<file path="config.mk">
export PLATFORM = sky130hd
export DESIGN_NAME = i2c_tdm_target
export DESIGN_NICKNAME = d
export VERILOG_FILES = /design/src/rtl/i2c_pkg.sv /design/src/rtl/i2c_line_sync.sv /design/src/rtl/i2c_tdm_target.sv
export SDC_FILE = /design/constraint.sdc
export NUM_CORES = 1
export LEC_CHECK = 0
export BUFFER_PORTS_ARGS = -buffer_cell sky130_fd_sc_hd__buf_2
export CAP_MARGIN = 20
export CORE_ASPECT_RATIO = 1.25
export CORE_MARGIN = 5
export CORE_UTILIZATION = 40
export CTS_CLUSTER_DIAMETER = 200
export DETAILED_ROUTE_END_ITERATION = 7
export GPL_ROUTABILITY_DRIVEN = 0
export PLACE_DENSITY_LB_ADDON = 0.2
export SETUP_SLACK_MARGIN = 0.05
export SLEW_MARGIN = 30
export SYNTH_ARGS = -nofsm -noshare
export SYNTH_HDL_FRONTEND = slang
export SYNTH_SLANG_ARGS = --single-unit
</file>
<file path="constraint.sdc">
create_clock -name clk -period 2.95 [get_ports clk]
set_input_delay 0 -clock clk [delete_from_list [all_inputs] [get_ports clk]]
set_output_delay 0 -clock clk [all_outputs]
set_load 0.01 [all_outputs]
</file>
<file path="src/rtl/i2c_pkg.sv">
// Shared I2C definitions: FSM state encodings (also decoded from state_out), ACK levels, general-call address.
package i2c_pkg;

    localparam logic [3:0] ST_IDLE       = 4'd0;
    localparam logic [3:0] ST_ADDR       = 4'd1;
    localparam logic [3:0] ST_ADDR_ACK   = 4'd2;
    localparam logic [3:0] ST_PTR        = 4'd3;
    localparam logic [3:0] ST_PTR_ACK    = 4'd4;
    localparam logic [3:0] ST_WDATA      = 4'd5;
    localparam logic [3:0] ST_WDATA_ACK  = 4'd6;
    localparam logic [3:0] ST_RDATA      = 4'd7;
    localparam logic [3:0] ST_RDATA_MACK = 4'd8;
    localparam logic [3:0] ST_WAIT_STOP  = 4'd9;

    localparam logic I2C_ACK  = 1'b0;
    localparam logic I2C_NACK = 1'b1;

    localparam logic [6:0] GENCALL_ADDR = 7'h00;

endpackage

</file>
<file path="src/rtl/i2c_line_sync.sv">
// Synchronizes SCL/SDA and derives one-cycle SCL edge and START/STOP condition pulses.
module i2c_line_sync #(
    parameter int SYNC_STAGES = 2
) (
    input  logic clk,
    input  logic rst_n,
    input  logic scl_i,
    input  logic sda_i,
    output logic sda_s,
    output logic scl_rise,
    output logic scl_fall,
    output logic start,
    output logic stop
);

    logic [SYNC_STAGES-1:0] scl_sync_q, scl_sync_d;
    logic [SYNC_STAGES-1:0] sda_sync_q, sda_sync_d;
    logic                   scl_prev_q, scl_prev_d;
    logic                   sda_prev_q, sda_prev_d;
    logic                   scl_cur;
    logic                   sda_cur;

    assign scl_cur = scl_sync_q[SYNC_STAGES-1];
    assign sda_cur = sda_sync_q[SYNC_STAGES-1];

    always_comb begin
        scl_sync_d = {scl_sync_q[SYNC_STAGES-2:0], scl_i};
        sda_sync_d = {sda_sync_q[SYNC_STAGES-2:0], sda_i};
        scl_prev_d = scl_cur;
        sda_prev_d = sda_cur;
    end

    // Reset to the released (high) bus level so reset exit never looks like an edge.
    always_ff @(posedge clk) begin
        if (!rst_n) begin
            scl_sync_q <= '1;
            sda_sync_q <= '1;
            scl_prev_q <= 1'b1;
            sda_prev_q <= 1'b1;
        end else begin
            scl_sync_q <= scl_sync_d;
            sda_sync_q <= sda_sync_d;
            scl_prev_q <= scl_prev_d;
            sda_prev_q <= sda_prev_d;
        end
    end

    assign sda_s    = sda_cur;
    assign scl_rise = scl_cur & ~scl_prev_q;
    assign scl_fall = ~scl_cur & scl_prev_q;
    assign start    = scl_cur & scl_prev_q & sda_prev_q & ~sda_cur;
    assign stop     = scl_cur & scl_prev_q & ~sda_prev_q & sda_cur;

endmodule

</file>
<file path="src/rtl/i2c_tdm_target.sv">
// I2C target with a byte register file and auto-incrementing pointer; dev_enable emulates device power.
// Optional macro I2C_TGT_GENCALL_EN: ACK and discard general-call (0x00, W) transfers.
module i2c_tdm_target
    import i2c_pkg::*;
#(
    parameter int NUM_REGS    = 16,
    parameter int PTR_W       = $clog2(NUM_REGS),
    parameter int SYNC_STAGES = 2
) (
    input  logic             clk,
    input  logic             rst_n,
    input  logic             dev_enable,
    input  logic [6:0]       tgt_addr,
    input  logic             scl_i,
    input  logic             sda_i,
    output logic             sda_oe,
    input  logic             loc_we,
    input  logic [PTR_W-1:0] loc_addr,
    input  logic [7:0]       loc_wdata,
    output logic [7:0]       loc_rdata,
    output logic             wr_strobe,
    output logic [PTR_W-1:0] wr_addr,
    output logic [7:0]       wr_data,
    output logic             addressed,
    output logic             busy,
    output logic [3:0]       state_out
);

`ifdef I2C_TGT_GENCALL_EN
    localparam logic GENCALL_EN = 1'b1;
`else
    localparam logic GENCALL_EN = 1'b0;
`endif

    logic             sda_s, scl_rise, scl_fall, start, stop;
    logic [3:0]       state_q, state_d;
    logic [3:0]       bit_cnt_q, bit_cnt_d;
    logic [7:0]       shift_q, shift_d;
    logic [PTR_W-1:0] ptr_q, ptr_d;
    logic             sda_oe_q, sda_oe_d;
    logic             busy_q, busy_d;
    logic             addressed_q, addressed_d;
    logic             gencall_q, gencall_d;
    logic             wr_strobe_q, wr_strobe_d;
    logic [PTR_W-1:0] wr_addr_q, wr_addr_d;
    logic [7:0]       wr_data_q, wr_data_d;
    logic [7:0]       regs_q [NUM_REGS];
    logic [7:0]       regs_d [NUM_REGS];
    logic [7:0]       rx_byte;

    i2c_line_sync #(.SYNC_STAGES(SYNC_STAGES)) u_line_sync (
        .clk      (clk),
        .rst_n    (rst_n),
        .scl_i    (scl_i),
        .sda_i    (sda_i),
        .sda_s    (sda_s),
        .scl_rise (scl_rise),
        .scl_fall (scl_fall),
        .start    (start),
        .stop     (stop)
    );

    assign rx_byte = {shift_q[6:0], sda_s};

    always_comb begin
        // NOTE: every variable gets a default first so no path can infer a latch.
        state_d     = state_q;
        bit_cnt_d   = bit_cnt_q;
        shift_d     = shift_q;
        ptr_d       = ptr_q;
        sda_oe_d    = sda_oe_q;
        busy_d      = busy_q;
        addressed_d = addressed_q;
        gencall_d   = gencall_q;
        wr_strobe_d = 1'b0;
        wr_addr_d   = wr_addr_q;
        wr_data_d   = wr_data_q;
        regs_d      = regs_q;

        if (loc_we) regs_d[loc_addr] = loc_wdata;

        if (!dev_enable) begin
            state_d     = ST_IDLE;
            bit_cnt_d   = '0;
            sda_oe_d    = 1'b0;
            busy_d      = 1'b0;
            addressed_d = 1'b0;
            gencall_d   = 1'b0;
        end else if (start) begin
            state_d     = ST_ADDR;
            bit_cnt_d   = '0;
            sda_oe_d    = 1'b0;
            busy_d      = 1'b1;
            addressed_d = 1'b0;
            gencall_d   = 1'b0;
        end else if (stop) begin
            state_d     = ST_IDLE;
            bit_cnt_d   = '0;
            sda_oe_d    = 1'b0;
            busy_d      = 1'b0;
            addressed_d = 1'b0;
            gencall_d   = 1'b0;
        end else begin
            case (state_q)
                ST_ADDR: if (scl_rise) begin
                    shift_d   = rx_byte;
                    bit_cnt_d = bit_cnt_q + 4'd1;
                    if (bit_cnt_q == 4'd7) begin
                        if (GENCALL_EN && rx_byte[7:1] == GENCALL_ADDR) begin
                            state_d     = rx_byte[0] ? ST_WAIT_STOP : ST_ADDR_ACK;
                            addressed_d = ~rx_byte[0];
                            gencall_d   = ~rx_byte[0];
                        end else if (rx_byte[7:1] == tgt_addr) begin
                            state_d     = ST_ADDR_ACK;
                            addressed_d = 1'b1;
                        end else begin
                            state_d = ST_WAIT_STOP;
                        end
                    end
                end
                // First SCL fall in an ACK state starts driving, the 9th-bit fall releases.
                ST_ADDR_ACK: if (scl_fall) begin
                    if (!sda_oe_q) begin
                        sda_oe_d = 1'b1;
                    end else begin
                        bit_cnt_d = '0;
                        if (shift_q[0]) begin
                            state_d  = ST_RDATA;
                            shift_d  = regs_q[ptr_q];
                            sda_oe_d = ~regs_q[ptr_q][7];
                        end else begin
                            state_d  = ST_PTR;
                            sda_oe_d = 1'b0;
                        end
                    end
                end
                ST_PTR: if (scl_rise) begin
                    shift_d   = rx_byte;
                    bit_cnt_d = bit_cnt_q + 4'd1;
                    if (bit_cnt_q == 4'd7) begin
                        state_d = ST_PTR_ACK;
                        if (!gencall_q) ptr_d = rx_byte[PTR_W-1:0];
                    end
                end
                ST_WDATA: if (scl_rise) begin
                    shift_d   = rx_byte;
                    bit_cnt_d = bit_cnt_q + 4'd1;
                    if (bit_cnt_q == 4'd7) begin
                        state_d = ST_WDATA_ACK;
                        if (!gencall_q) begin
                            regs_d[ptr_q] = rx_byte;
                            wr_strobe_d   = 1'b1;
                            wr_addr_d     = ptr_q;
                            wr_data_d     = rx_byte;
                            ptr_d         = ptr_q + 1'b1;
                        end
                    end
                end
                ST_PTR_ACK, ST_WDATA_ACK: if (scl_fall) begin
                    if (!sda_oe_q) begin
                        sda_oe_d = 1'b1;
                    end else begin
                        sda_oe_d  = 1'b0;
                        bit_cnt_d = '0;
                        state_d   = ST_WDATA;
                    end
                end
                ST_RDATA: begin
                    if (scl_rise) begin
                        bit_cnt_d = bit_cnt_q + 4'd1;
                    end else if (scl_fall) begin
                        if (bit_cnt_q == 4'd8) begin
                            sda_oe_d = 1'b0;
                            state_d  = ST_RDATA_MACK;
                            ptr_d    = ptr_q + 1'b1;
                        end else begin
                            shift_d  = {shift_q[6:0], 1'b0};
                            sda_oe_d = ~shift_q[6];
                        end
                    end
                end
                // bit_cnt = 9 marks a controller ACK awaiting the next SCL fall to drive.
                ST_RDATA_MACK: begin
                    if (scl_rise) begin
                        if (sda_s == I2C_ACK) bit_cnt_d = 4'd9;
                        else                  state_d   = ST_WAIT_STOP;
                    end else if (scl_fall && bit_cnt_q == 4'd9) begin
                        state_d   = ST_RDATA;
                        bit_cnt_d = '0;
                        shift_d   = regs_q[ptr_q];
                        sda_oe_d  = ~regs_q[ptr_q][7];
                    end
                end
                default: ;
            endcase
        end
    end

    always_ff @(posedge clk) begin
        if (!rst_n) begin
            state_q     <= ST_IDLE;
            bit_cnt_q   <= '0;
            shift_q     <= '0;
            ptr_q       <= '0;
            sda_oe_q    <= 1'b0;
            busy_q      <= 1'b0;
            addressed_q <= 1'b0;
            gencall_q   <= 1'b0;
            wr_strobe_q <= 1'b0;
            wr_addr_q   <= '0;
            wr_data_q   <= '0;
            // NOTE: the register file is reset on purpose; it must read back 0x00 after reset.
            for (int i = 0; i < NUM_REGS; i++) regs_q[i] <= '0;
        end else begin
            state_q     <= state_d;
            bit_cnt_q   <= bit_cnt_d;
            shift_q     <= shift_d;
            ptr_q       <= ptr_d;
            sda_oe_q    <= sda_oe_d;
            busy_q      <= busy_d;
            addressed_q <= addressed_d;
            gencall_q   <= gencall_d;
            wr_strobe_q <= wr_strobe_d;
            wr_addr_q   <= wr_addr_d;
            wr_data_q   <= wr_data_d;
            regs_q      <= regs_d;
        end
    end

    // Gating with rst_n releases SDA in the very cycle reset is asserted.
    assign sda_oe    = sda_oe_q & rst_n;
    assign loc_rdata = regs_q[loc_addr];
    assign wr_strobe = wr_strobe_q;
    assign wr_addr   = wr_addr_q;
    assign wr_data   = wr_data_q;
    assign addressed = addressed_q;
    assign busy      = busy_q;
    assign state_out = state_q;

endmodule
</file>
==> metrics.md, run 1 <==
| Metric | Value |
|---|---|
| Crit path largest cell delay | `0.41 ns` |
| Fillers | `2,476` |
| Endpoints failing hold | `0` |
| Synthesized area per cell | `10.0 um2` |
| Hold_buf cts | `3` |
| Slowest CP cell | `or3_1` |
| Commonest non-fill, non-tap cell in the layout | `nand2_1` |
| Compound-Gate Fraction of Synth Area | `0.171` |
| WL final | `32,000 um` |
| Syn Inst Count | `1,035` |
| Remaining DRCs | `0` |
| Die Wd | `154 um` |
| Post-synth ARST share | `0` |
| Final net count | `1,083` |
| Synth Warn # | `0` |
| Outcome | `finished, final reports clean` |
| Critical path type | `reg2reg` |
| Diodes inserted | `0` |
| Fmax | `386 MHz` |
| Routed WL per cell | `22.8 um` |
| Register bit total from synthesis | `169` |
| Row cnt | `66` |
| H-Tree Depth | `4` |
| Post-synthesis sequential area ratio | `0.326` |
| Share of cells above drive strength 1 | `0.198` |
| Die Footprint | `29,300 um2` |
| Tot GR Track Use | `0.215` |
| RSZ-0062 raised after global routing | `no` |
| Total grt overflow | `0` |
| Ys flop type | `dfxtp_1` |
| IO Count | `53` |
| Clock skew | `0.00949 ns` |
| TritonCTS Sinks | `169` |
| Most common cell type on the critical path | `nand2_1` |
| Antenna violations before repair | `0` |
| Leakage power | `5.98 nW` |
| Fin Setup TNS | `0 ns` |
| Synth area leaders | `dfxtp_1 33%, mux4_2 16%, mux2i_1 16%` |
| Setup crit start kind | `flop` |
| Cells along the critical path | `ha_1 > nand2_1 > or3_1 > nor4_4 > and3b_1 > nand2_1 > o211a_1` |
| Worst-path clk slew | `0.07 ns` |
| Starting density of the core | `0.402` |
| CP Capture Type | `flop` |
| Worst slew pin tran | `0.771 ns` |
| Iter 0 DRT Violations | `579` |
| Minimum clock period | `2.59 ns` |
| CP arrival | `2.92 ns` |
| VDD IR max | `0.371 mV` |
| Postcts setup bufs | `0` |
| Slew Viols, Final | `0` |
| Post-placement setup slack | `0.362 ns` |
| Largest family of logic cells by synthesized area | `multiplexers` |
| Core area | `25,800 um2` |
| Drt first pass iters | `5` |
| Required @ worst endpoint | `3.28 ns` |
| Routed vias/inst | `5.97` |
| CTS tree | `done` |
| Largest net degree at the start of global routing | `74` |
| Number of global-route vias before repair | `8,071` |
| Setup ws final | `0.358 ns` |
| Cell taking the most area after synthesis | `dfxtp_1` |
| Max_slew headroom | `0.478` |
| Commonest non-fill, non-tap cells in the layout | `175 x nand2_1, 167 x dfxtp_1, 163 x mux2i_1` |
| Post-synthesis simple-gate area fraction | `0.129` |
| Via count | `8,370` |
| Final setup viols | `0` |
| Reg area | `3390 um2` |
| Min-delay worst type | `in2reg` |
| Max FO, Critical Path | `16` |
| Chip Height | `190 um` |
| EDFF count, synth | `0` |
| Syn-to-layout area delta | `12.3%` |
| Final ANT Viol Nets | `0` |
| First-pass GRT wire length | `48,700 um` |
| TritonCTS Buffers | `17` |
| Clk root buf | `clkbuf_16` |
| Area share of the largest cell type after synthesis | `0.326` |
| Post-Synth Adder-Cell Area | `0.00939` |
| CTS Buffer Depth | `2` |
| XOR/XNOR Fraction of Synth Area | `0.00674` |
| Mux contribution to synthesized area | `0.317` |
| Syn_nets | `1,067` |
| Power density cells | `437 nW/um2` |
| Synth cell types | `52` |
| Port Buf Inserts | `52` |
| Clk Latency, worst-skew pair | `0.44 ns` |
| Fin crit share | `0.879` |
| Post-DP HPWL | `21,900 um` |
| Post-CTS sizing | `0` |
| Max-Cap Viols | `0` |
| Mapped cell area | `10,400 um2` |
| Multi-input logic area | `6590 um2` |
==> power by group <==
part           total [mW]  switching [mW]  leakage, nW  internal, mW
clock network        2.37           0.973        0.299          1.40
registers            2.33          0.0236         1.37          2.31
logic               0.402           0.241         4.32         0.161
total                5.11            1.24         5.98          3.87
==> through the flow <==
| step | hold slack [ns] | power (mW) | util | instances | cell area (um2) |
|---|---|---|---|---|---|
| floorplan | 0.101 | 2.65 | - | 1035 | 10400 |
| global placement | 0.182 | 2.78 | 0.427 | 1369 | 11000 |
| detailed placement | 0.189 | 2.78 | 0.427 | 1369 | 11000 |
| CTS | 0.0467 | 5.15 | 0.452 | 1403 | 11700 |
| global route | 0.0842 | 5.28 | 0.452 | 1403 | 11700 |
| finish | 0.0493 | 5.11 | 0.452 | 1403 | 11700 |
==> flip-flops by register name, summed over array words and instances (netlist names), 2 cells and up <==
name / cells
shift_q: 7
state_out: 4
ptr_q: 4
u_line_sync.sda_sync_q: 2
u_line_sync.scl_sync_q: 2
regs_q: 128
wr_addr: 4
bit_cnt_q: 4
wr_data: 8
==> kinds of logic after synthesis <==
logic type / Yosys count
AND/OR/NAND/NOR: 295
adder cells (fa/ha/maj): 8
multiplexers: 238
buffers and inverters: 109
AO/OA/AOI/OAI: 208
XOR/XNOR: 8
flip-flops: 169
==> worst paths after layout <==
path                                          end  cells after the start  slack [ns]                                 start
max reg2reg                 regs_q[57]$_SDFF_PN0_                      7        0.36             bit_cnt_q[0]$_SDFFE_PP0P_
max                         regs_q[57]$_SDFF_PN0_                      7        0.36             bit_cnt_q[0]$_SDFFE_PP0P_
min reg2reg  u_line_sync.scl_sync_q[1]$_SDFF_PN1_                      1        0.41  u_line_sync.scl_sync_q[0]$_SDFF_PN1_
min             u_line_sync.sda_prev_q$_SDFF_PN1_                      2        0.05                                 rst_n
==> worst max-delay path, delay by kind of cell, from the launching register on <==
| family | cells | cell delay [ns] |
|---|---|---|
| flops | 1 | 0.38 |
| fa+ha+maj | 1 | 0.20 |
| compound gates | 1 | 0.36 |
| simple gates | 5 | 1.53 |
==> area by class of cell <==
| class | instances | share of cell area |
|---|---|---|
| clock buffer | 21 | 0.0403 |
| clock inverter | 10 | 0.0122 |
| inverter | 11 | 0.00354 |
| multi-input combinational | 757 | 0.565 |
| sequential | 169 | 0.290 |
| tap | 340 | 0.0364 |
| timing repair buffer | 95 | 0.0529 |
==> routing by layer <==
metal,vias to the layer above,wire length [um],GRT usage
met4,0,939,0.0758
met5,-,0,0
li1,3883,-,-
met2,249,16000,0.374
met1,4186,13600,0.274
met3,52,1370,0.0311
==> cell usage after synthesis (3+ instances only) <==
cell,number
nand3b_1,5
nand2_1,175
nand2_2,4
mux2i_1,163
dfxtp_1,169
xnor2_1,5
o22ai_1,3
nor2b_1,16
or3_1,4
ha_1,7
o21ai_0,31
xor2_1,3
inv_1,11
and3_1,3
or2_2,3
and2_1,6
a21oi_1,15
a31oi_1,8
nor2_1,35
mux4_2,73
clkbuf_1,77
nor3_1,6
buf_2,11
o211a_1,129
buf_1,10
o32ai_1,3
nand2b_1,14
nand3_1,12
Note: power is estimated with default switching activity, not from simulation.
==> run 2: changes to the inputs <==
--- a/config.mk
+++ b/config.mk
@@ -14,6 +14,7 @@
 export DETAILED_ROUTE_END_ITERATION = 7
 export GPL_ROUTABILITY_DRIVEN = 0
 export PLACE_DENSITY_LB_ADDON = 0.2
+export RECOVER_POWER = 25
 export SETUP_SLACK_MARGIN = 0.05
 export SLEW_MARGIN = 30
 export SYNTH_ARGS = -nofsm -noshare
==> run 2 against run 1 <==
The run now ends with capacitance limit left. Worst hold slack better by 0.11 ns. Design area is 0.49% lower. Critical path depth is 2 lower. Largest power group unchanged.
==> metrics.md, run 2 (synthesis gave the netlist of run 1 again) <==
| Metric | Value |
|---|---|
| Commonest non-fill, non-tap cells in the layout | `175 x nand2_1, 167 x dfxtp_1, 163 x mux2i_1` |
| Remaining DRCs | `0` |
| Clk Latency, worst-skew pair | `0.44 ns` |
| Final net count | `1,083` |
| Syn-to-layout area delta | `11.8%` |
| Hold_sp | `tgt_addr[0]` |
| Post-CTS sizing | `0` |
| Diodes inserted | `0` |
| Total grt overflow | `0` |
| RSZ-0062 raised after global routing | `no` |
| CTS Buffer Depth | `2` |
| Chip Height | `190 um` |
| Postcts setup bufs | `0` |
| Max_slew headroom | `0.00235` |
| TritonCTS Buffers | `17` |
| Worst Hold Path EP | `addressed$_SDFFE_PP0P_` |
| Final setup viols | `0` |
| CP Buf/Inv Count | `1` |
| First-pass GRT wire length | `48,700 um` |
| Internal power | `3.87 mW` |
| Post-DP HPWL | `21,900 um` |
| Routed WL per cell | `22.8 um` |
| Drt first pass iters | `5` |
| TritonCTS Sinks | `169` |
| Kind of cell adding the most delay to the critical path | `compound AO/OA/AOI/OAI gates` |
| Critical path type | `reg2reg` |
| Placement Cell Area | `11,000 um2` |
| Total stage count of the critical path | `5` |
| Port Buf Inserts | `52` |
| CP Capture Type | `flop` |
| Fin crit share | `0.907` |
| Antenna violations before repair | `0` |
| Critical R2R Launch | `state_out[3]$_SDFFE_PP0P_` |
| Worst slew pin tran | `1.50 ns` |
| WL final | `32,000 um` |
| Crit path largest cell delay | `1.01 ns` |
| Max FO, Critical Path | `11` |
| R2R Path End | `bit_cnt_q[1]$_SDFFE_PP0P_` |
| IO Count | `53` |
| Iter 0 DRT Violations | `604` |
| Slowest CP cell | `o311ai_0` |
| Clk root buf | `clkbuf_16` |
| Setup crit start kind | `flop` |
| Die Footprint | `29,300 um2` |
| Number of global-route vias before repair | `8,071` |
| Flop pwr share | `0.457` |
| Slew Viols, Final | `0` |
| Worst-path clk slew | `0.07 ns` |
| Final ANT Viol Nets | `0` |
| Reg2reg setup slack | `0.27 ns` |
| Endpoints failing hold | `0` |
| Core area | `25,800 um2` |
| Die Wd | `154 um` |
| Cells along the critical path | `clkbuf_1 > nand2_1 > o311ai_0 > mux2_2 > nor2_1` |
| Min-delay worst type | `in2reg` |
| Required @ worst endpoint | `3.33 ns` |
| Commonest non-fill, non-tap cell in the layout | `nand2_1` |
| CTS tree | `done` |
| Via count | `8,368` |
| Share of cells above drive strength 1 | `0.174` |
| Reg with most FFs | `regs_q` |
| R2R cell count | `5` |
| Power density cells | `439 nW/um2` |
| VDD IR max | `0.371 mV` |
| Final hold slack | `0.157 ns` |
| Violated checks | `capacitance limit` |
| Number of flip-flops in the largest register | `128` |
| Sw Share | `0.243` |
| Row cnt | `66` |
| Fin Setup TNS | `0 ns` |
| Net Sw Power | `1.24 mW` |
| Leakage power | `5.86 nW` |
| Combinational Power Share | `0.078` |
| Routed vias/inst | `5.96` |
| Fmax | `374 MHz` |
| Minimum clock period | `2.68 ns` |
| Final Util | `0.450` |
| Largest net degree at the start of global routing | `74` |
| Tot GR Track Use | `0.215` |
| Clock share of power | `0.465` |
| CP arrival | `3.05 ns` |
| Max-Cap Viols | `1` |
| Outcome | `finished with violations` |
| Worst hold path depth | `7` |
| H-Tree Depth | `4` |
| Design area | `11,600 um2` |
| Starting density of the core | `0.402` |
| Clock skew | `0.00891 ns` |
| Hold_buf cts | `3` |
-- run 2: how the worst max path moves through the flow --
stage          slack, ns                        end                      start
2_1_floorplan       0.51      regs_q[29]$_SDFF_PN0_      ptr_q[1]$_SDFFE_PN0P_
3_3_place_gp        0.41      regs_q[56]$_SDFF_PN0_  bit_cnt_q[0]$_SDFFE_PP0P_
3_5_place_dp        0.36      regs_q[32]$_SDFF_PN0_  bit_cnt_q[0]$_SDFFE_PP0P_
4_1_cts             0.34      regs_q[34]$_SDFF_PN0_  bit_cnt_q[0]$_SDFFE_PP0P_
5_1_grt             0.12                     sda_oe                      rst_n
6_report            0.27  bit_cnt_q[1]$_SDFFE_PP0P_  state_out[3]$_SDFFE_PP0P_
-- run 2: metrics by stage --
step                power (mW)  cells  setup slack, ns
finish                    5.11   1403            0.273
global route              5.27   1403            0.123
CTS                       5.15   1403            0.335
detailed placement        2.78   1369            0.362
global placement          2.78   1369            0.407
floorplan                 2.65   1035            0.509
-- run 2: worst reg2reg max path, stage by stage, from the launching register on --
cell and delay, ns:
dfxtp_1 0.38, clkbuf_1 0.40, nand2_1 0.33, o311ai_0 1.02, mux2_2 0.42, nor2_1 0.08
-- run 2: layer usage --
metal / vias up / global-route usage / routed length (um)
met5: - / 0 / 0
met1: 4196 / 0.274 / 13700
met3: 56 / 0.0311 / 1290
li1: 3886 / - / -
met4: 0 / 0.0758 / 961
met2: 230 / 0.374 / 16000
-- run 2: cell type report --
type	count	area (um2)
tap	340	425
fill	2484	14200
multi-input combinational	757	6590
clock inverter	10	143
clock buffer	21	470
sequential	169	3390
timing repair buffer	95	561
inverter	11	41.3
-- run 2: power groups by stage --
stage               registers (mW)  logic [mW]  clock network (mW)
finish                        2.33       0.398                2.37
global route                  2.33       0.428                2.51
CTS                           2.33       0.401                2.42
detailed placement            2.38       0.396                   0
global placement              2.38       0.394                   0
floorplan                     2.38       0.272                   0
==> run 3: changes to the inputs <==
--- a/config.mk
+++ b/config.mk
@@ -9,7 +9,7 @@
 export CAP_MARGIN = 20
 export CORE_ASPECT_RATIO = 1.25
 export CORE_MARGIN = 5
-export CORE_UTILIZATION = 40
+export CORE_UTILIZATION = 50
 export CTS_CLUSTER_DIAMETER = 200
 export DETAILED_ROUTE_END_ITERATION = 7
 export GPL_ROUTABILITY_DRIVEN = 0
==> constraint.sdc (replaced) <==
create_clock -name clk -period 2.6 [get_ports clk]
set_input_delay 0 -clock clk [delete_from_list [all_inputs] [get_ports clk]]
set_output_delay 0 -clock clk [all_outputs]
set_load 0.01 [all_outputs]
==> run 3 against run 2 <==
The flow now finishes without violations. Die area down 19%. Count of clock-buffer cells in the layout shrank 2. Register-to-register slack got worse by 0.18 ns. Sequential share of layout area fell by 0.20 points. Combinational power rose by 15%. Fmax grew 6.9%. Setup slack got worse by 0.18 ns. Sequential power grew 14%. Critical path depth grew 1. Critical path type unchanged. Critical endpoint is now regs_q[65]$_SDFF_PN0_.
==> metrics.md, run 3 (synthesis gave the netlist of run 1 again) <==
| Metric | Value |
|---|---|
| Outcome | `finished, final reports clean` |
| VDD IR max | `0.432 mV` |
| Commonest non-fill, non-tap cell in the layout | `nand2_1` |
| Routed WL per cell | `23.0 um` |
| Kind of cell adding the most delay to the critical path | `simple AND/OR/NAND/NOR gates` |
| Total grt overflow | `0` |
| Clock skew | `0.0105 ns` |
| Endpoints failing hold | `0` |
| R2R Path End | `regs_q[65]$_SDFF_PN0_` |
| Clk root buf | `clkbuf_16` |
| Via count | `8,541` |
| Setup crit start kind | `flop` |
| Die Wd | `139 um` |
| CP arrival | `2.82 ns` |
| Critical R2R Launch | `u_line_sync.scl_sync_q[1]$_SDFF_PN1_` |
| Clk Latency, worst-skew pair | `0.44 ns` |
| Worst hold path depth | `2` |
| Worst slew pin tran | `0.786 ns` |
| Worst-path clk slew | `0.07 ns` |
| Finished Layout Cells | `1,357` |
| Fin crit share | `0.963` |
| Cells along the critical path | `nand2b_4 > or3_4 > nor4_4 > and3b_1 > nand2_1 > o211a_1` |
| Crit. Startpoint | `u_line_sync.scl_sync_q[1]$_SDFF_PN1_` |
| RSZ-0062 raised after global routing | `yes` |
| CP Buf/Inv Count | `0` |
| Remaining DRCs | `0` |
| Tot GR Track Use | `0.263` |
| Final ANT Viol Nets | `0` |
| Min-delay worst type | `in2reg` |
| TritonCTS Sinks | `169` |
| Pwr Total | `5.64 mW` |
| Core area | `20,700 um2` |
| Iter 0 DRT Violations | `784` |
| Largest net degree at the start of global routing | `60` |
| Fmax | `399 MHz` |
| Chip Height | `171 um` |
| Setup ws final | `0.0967 ns` |
| Drt first pass iters | `5` |
| Leakage power | `6.00 nW` |
| CTS tree | `done` |
| Required @ worst endpoint | `2.92 ns` |
| Max FO, Critical Path | `16` |
| CP Capture Type | `flop` |
| Slew Viols, Final | `0` |
| Starting density of the core | `0.503` |
| Global routing's busiest layer | `met2` |
| Share of cells above drive strength 1 | `0.197` |
| Met3 Use GR | `0.0506` |
| Critical path type | `reg2reg` |
| Antenna violations before repair | `2` |
| Commonest non-fill, non-tap cells in the layout | `175 x nand2_1, 166 x dfxtp_1, 163 x mux2i_1` |
| Minimum clock period | `2.50 ns` |
| Final net count | `1,101` |
| M2 GR Usage | `0.449` |
| Crit path largest cell delay | `0.47 ns` |
| Routed vias/inst | `6.29` |
| Number of global-route vias before repair | `8,365` |
| Row cnt | `59` |
| R2R cell count | `6` |
| Inst Count DP | `1,320` |
| Die Footprint | `23,800 um2` |
| TritonCTS Buffers | `17` |
| Slowest CP cell | `dfxtp_1` |
| Power density cells | `482 nW/um2` |
| Post-placement setup slack | `0.174 ns` |
| Port Buf Inserts | `52` |
| First-pass GRT wire length | `48,700 um` |
| Number of flip-flops in the largest register | `128` |
| Post-DP HPWL | `21,300 um` |
| WL final | `31,200 um` |
| Hold_sp | `rst_n` |
| IO Count | `53` |
| Syn-to-layout area delta | `12.6%` |
| Worst Hold Path EP | `u_line_sync.sda_prev_q$_SDFF_PN1_` |
| Max-Cap Viols | `0` |
| Met1 Usage GRT | `0.327` |
| Fin Setup TNS | `0 ns` |
| Final setup viols | `0` |
| Reg with most FFs | `regs_q` |
| Reg2reg setup slack | `0.1 ns` |
| H-Tree Depth | `4` |
| CTS Buffer Depth | `2` |
| Final hold slack | `0.0155 ns` |
| Max_slew headroom | `0.476` |
-- run 3: how the worst max path moves through the flow --
stage	to	depth (start not counted)	slack [ns]
2_1_floorplan	regs_q[29]$_SDFF_PN0_	9	0.16
3_3_place_gp	regs_q[66]$_SDFF_PN0_	7	0.28
3_5_place_dp	regs_q[67]$_SDFF_PN0_	6	0.17
4_1_cts	regs_q[65]$_SDFF_PN0_	6	0.13
5_1_grt	regs_q[65]$_SDFF_PN0_	6	-0.04
6_report	regs_q[65]$_SDFF_PN0_	6	0.1
-- run 3: repair_timing --
item	CTS	global route
setup buffers	0	1
endpoints found under the hold margin	4	0
setup endpoints to repair	0	64
hold buffers	3	0
gates resized for setup	0	4
-- run 3: area by class of cell --
| type | count | area [um2] |
|---|---|---|
| tap | 274 | 343 |
| timing repair buffer | 113 | 743 |
| multi-input combinational | 757 | 6610 |
| clock inverter | 13 | 136 |
| clock buffer | 19 | 443 |
| antenna | 1 | 2.50 |
| fill | 1843 | 8970 |
| inverter | 11 | 41.3 |
| sequential | 169 | 3390 |
-- run 3: per-layer routing --
metal	share of wire	up-vias
met3	0.068	55
met5	0.00022	-
met4	0.037	2
li1	-	3925
met1	0.41	4220
met2	0.49	339
-- run 3: worst register-to-register path, cell delays in order (launching register included) --
cell and delay [ns]:
dfxtp_1 0.47, nand2b_4 0.11, or3_4 0.42, nor4_4 0.40
and3b_1 0.31, nand2_1 0.33, o211a_1 0.34
-- run 3: through the flow --
stage           util  instance area [um2]
3_3_place_gp   0.536                11100
4_1_cts        0.566                11700
3_5_place_dp   0.536                11100
2_1_floorplan      -                10400
5_1_grt        0.566                11700
6_report       0.566                11700
-- run 3: report_power, final --
group          switching (mW)  internal (mW)
combinational           0.271          0.187
sequential             0.0264           2.62
clock                    1.16           1.38
total                    1.46           4.18
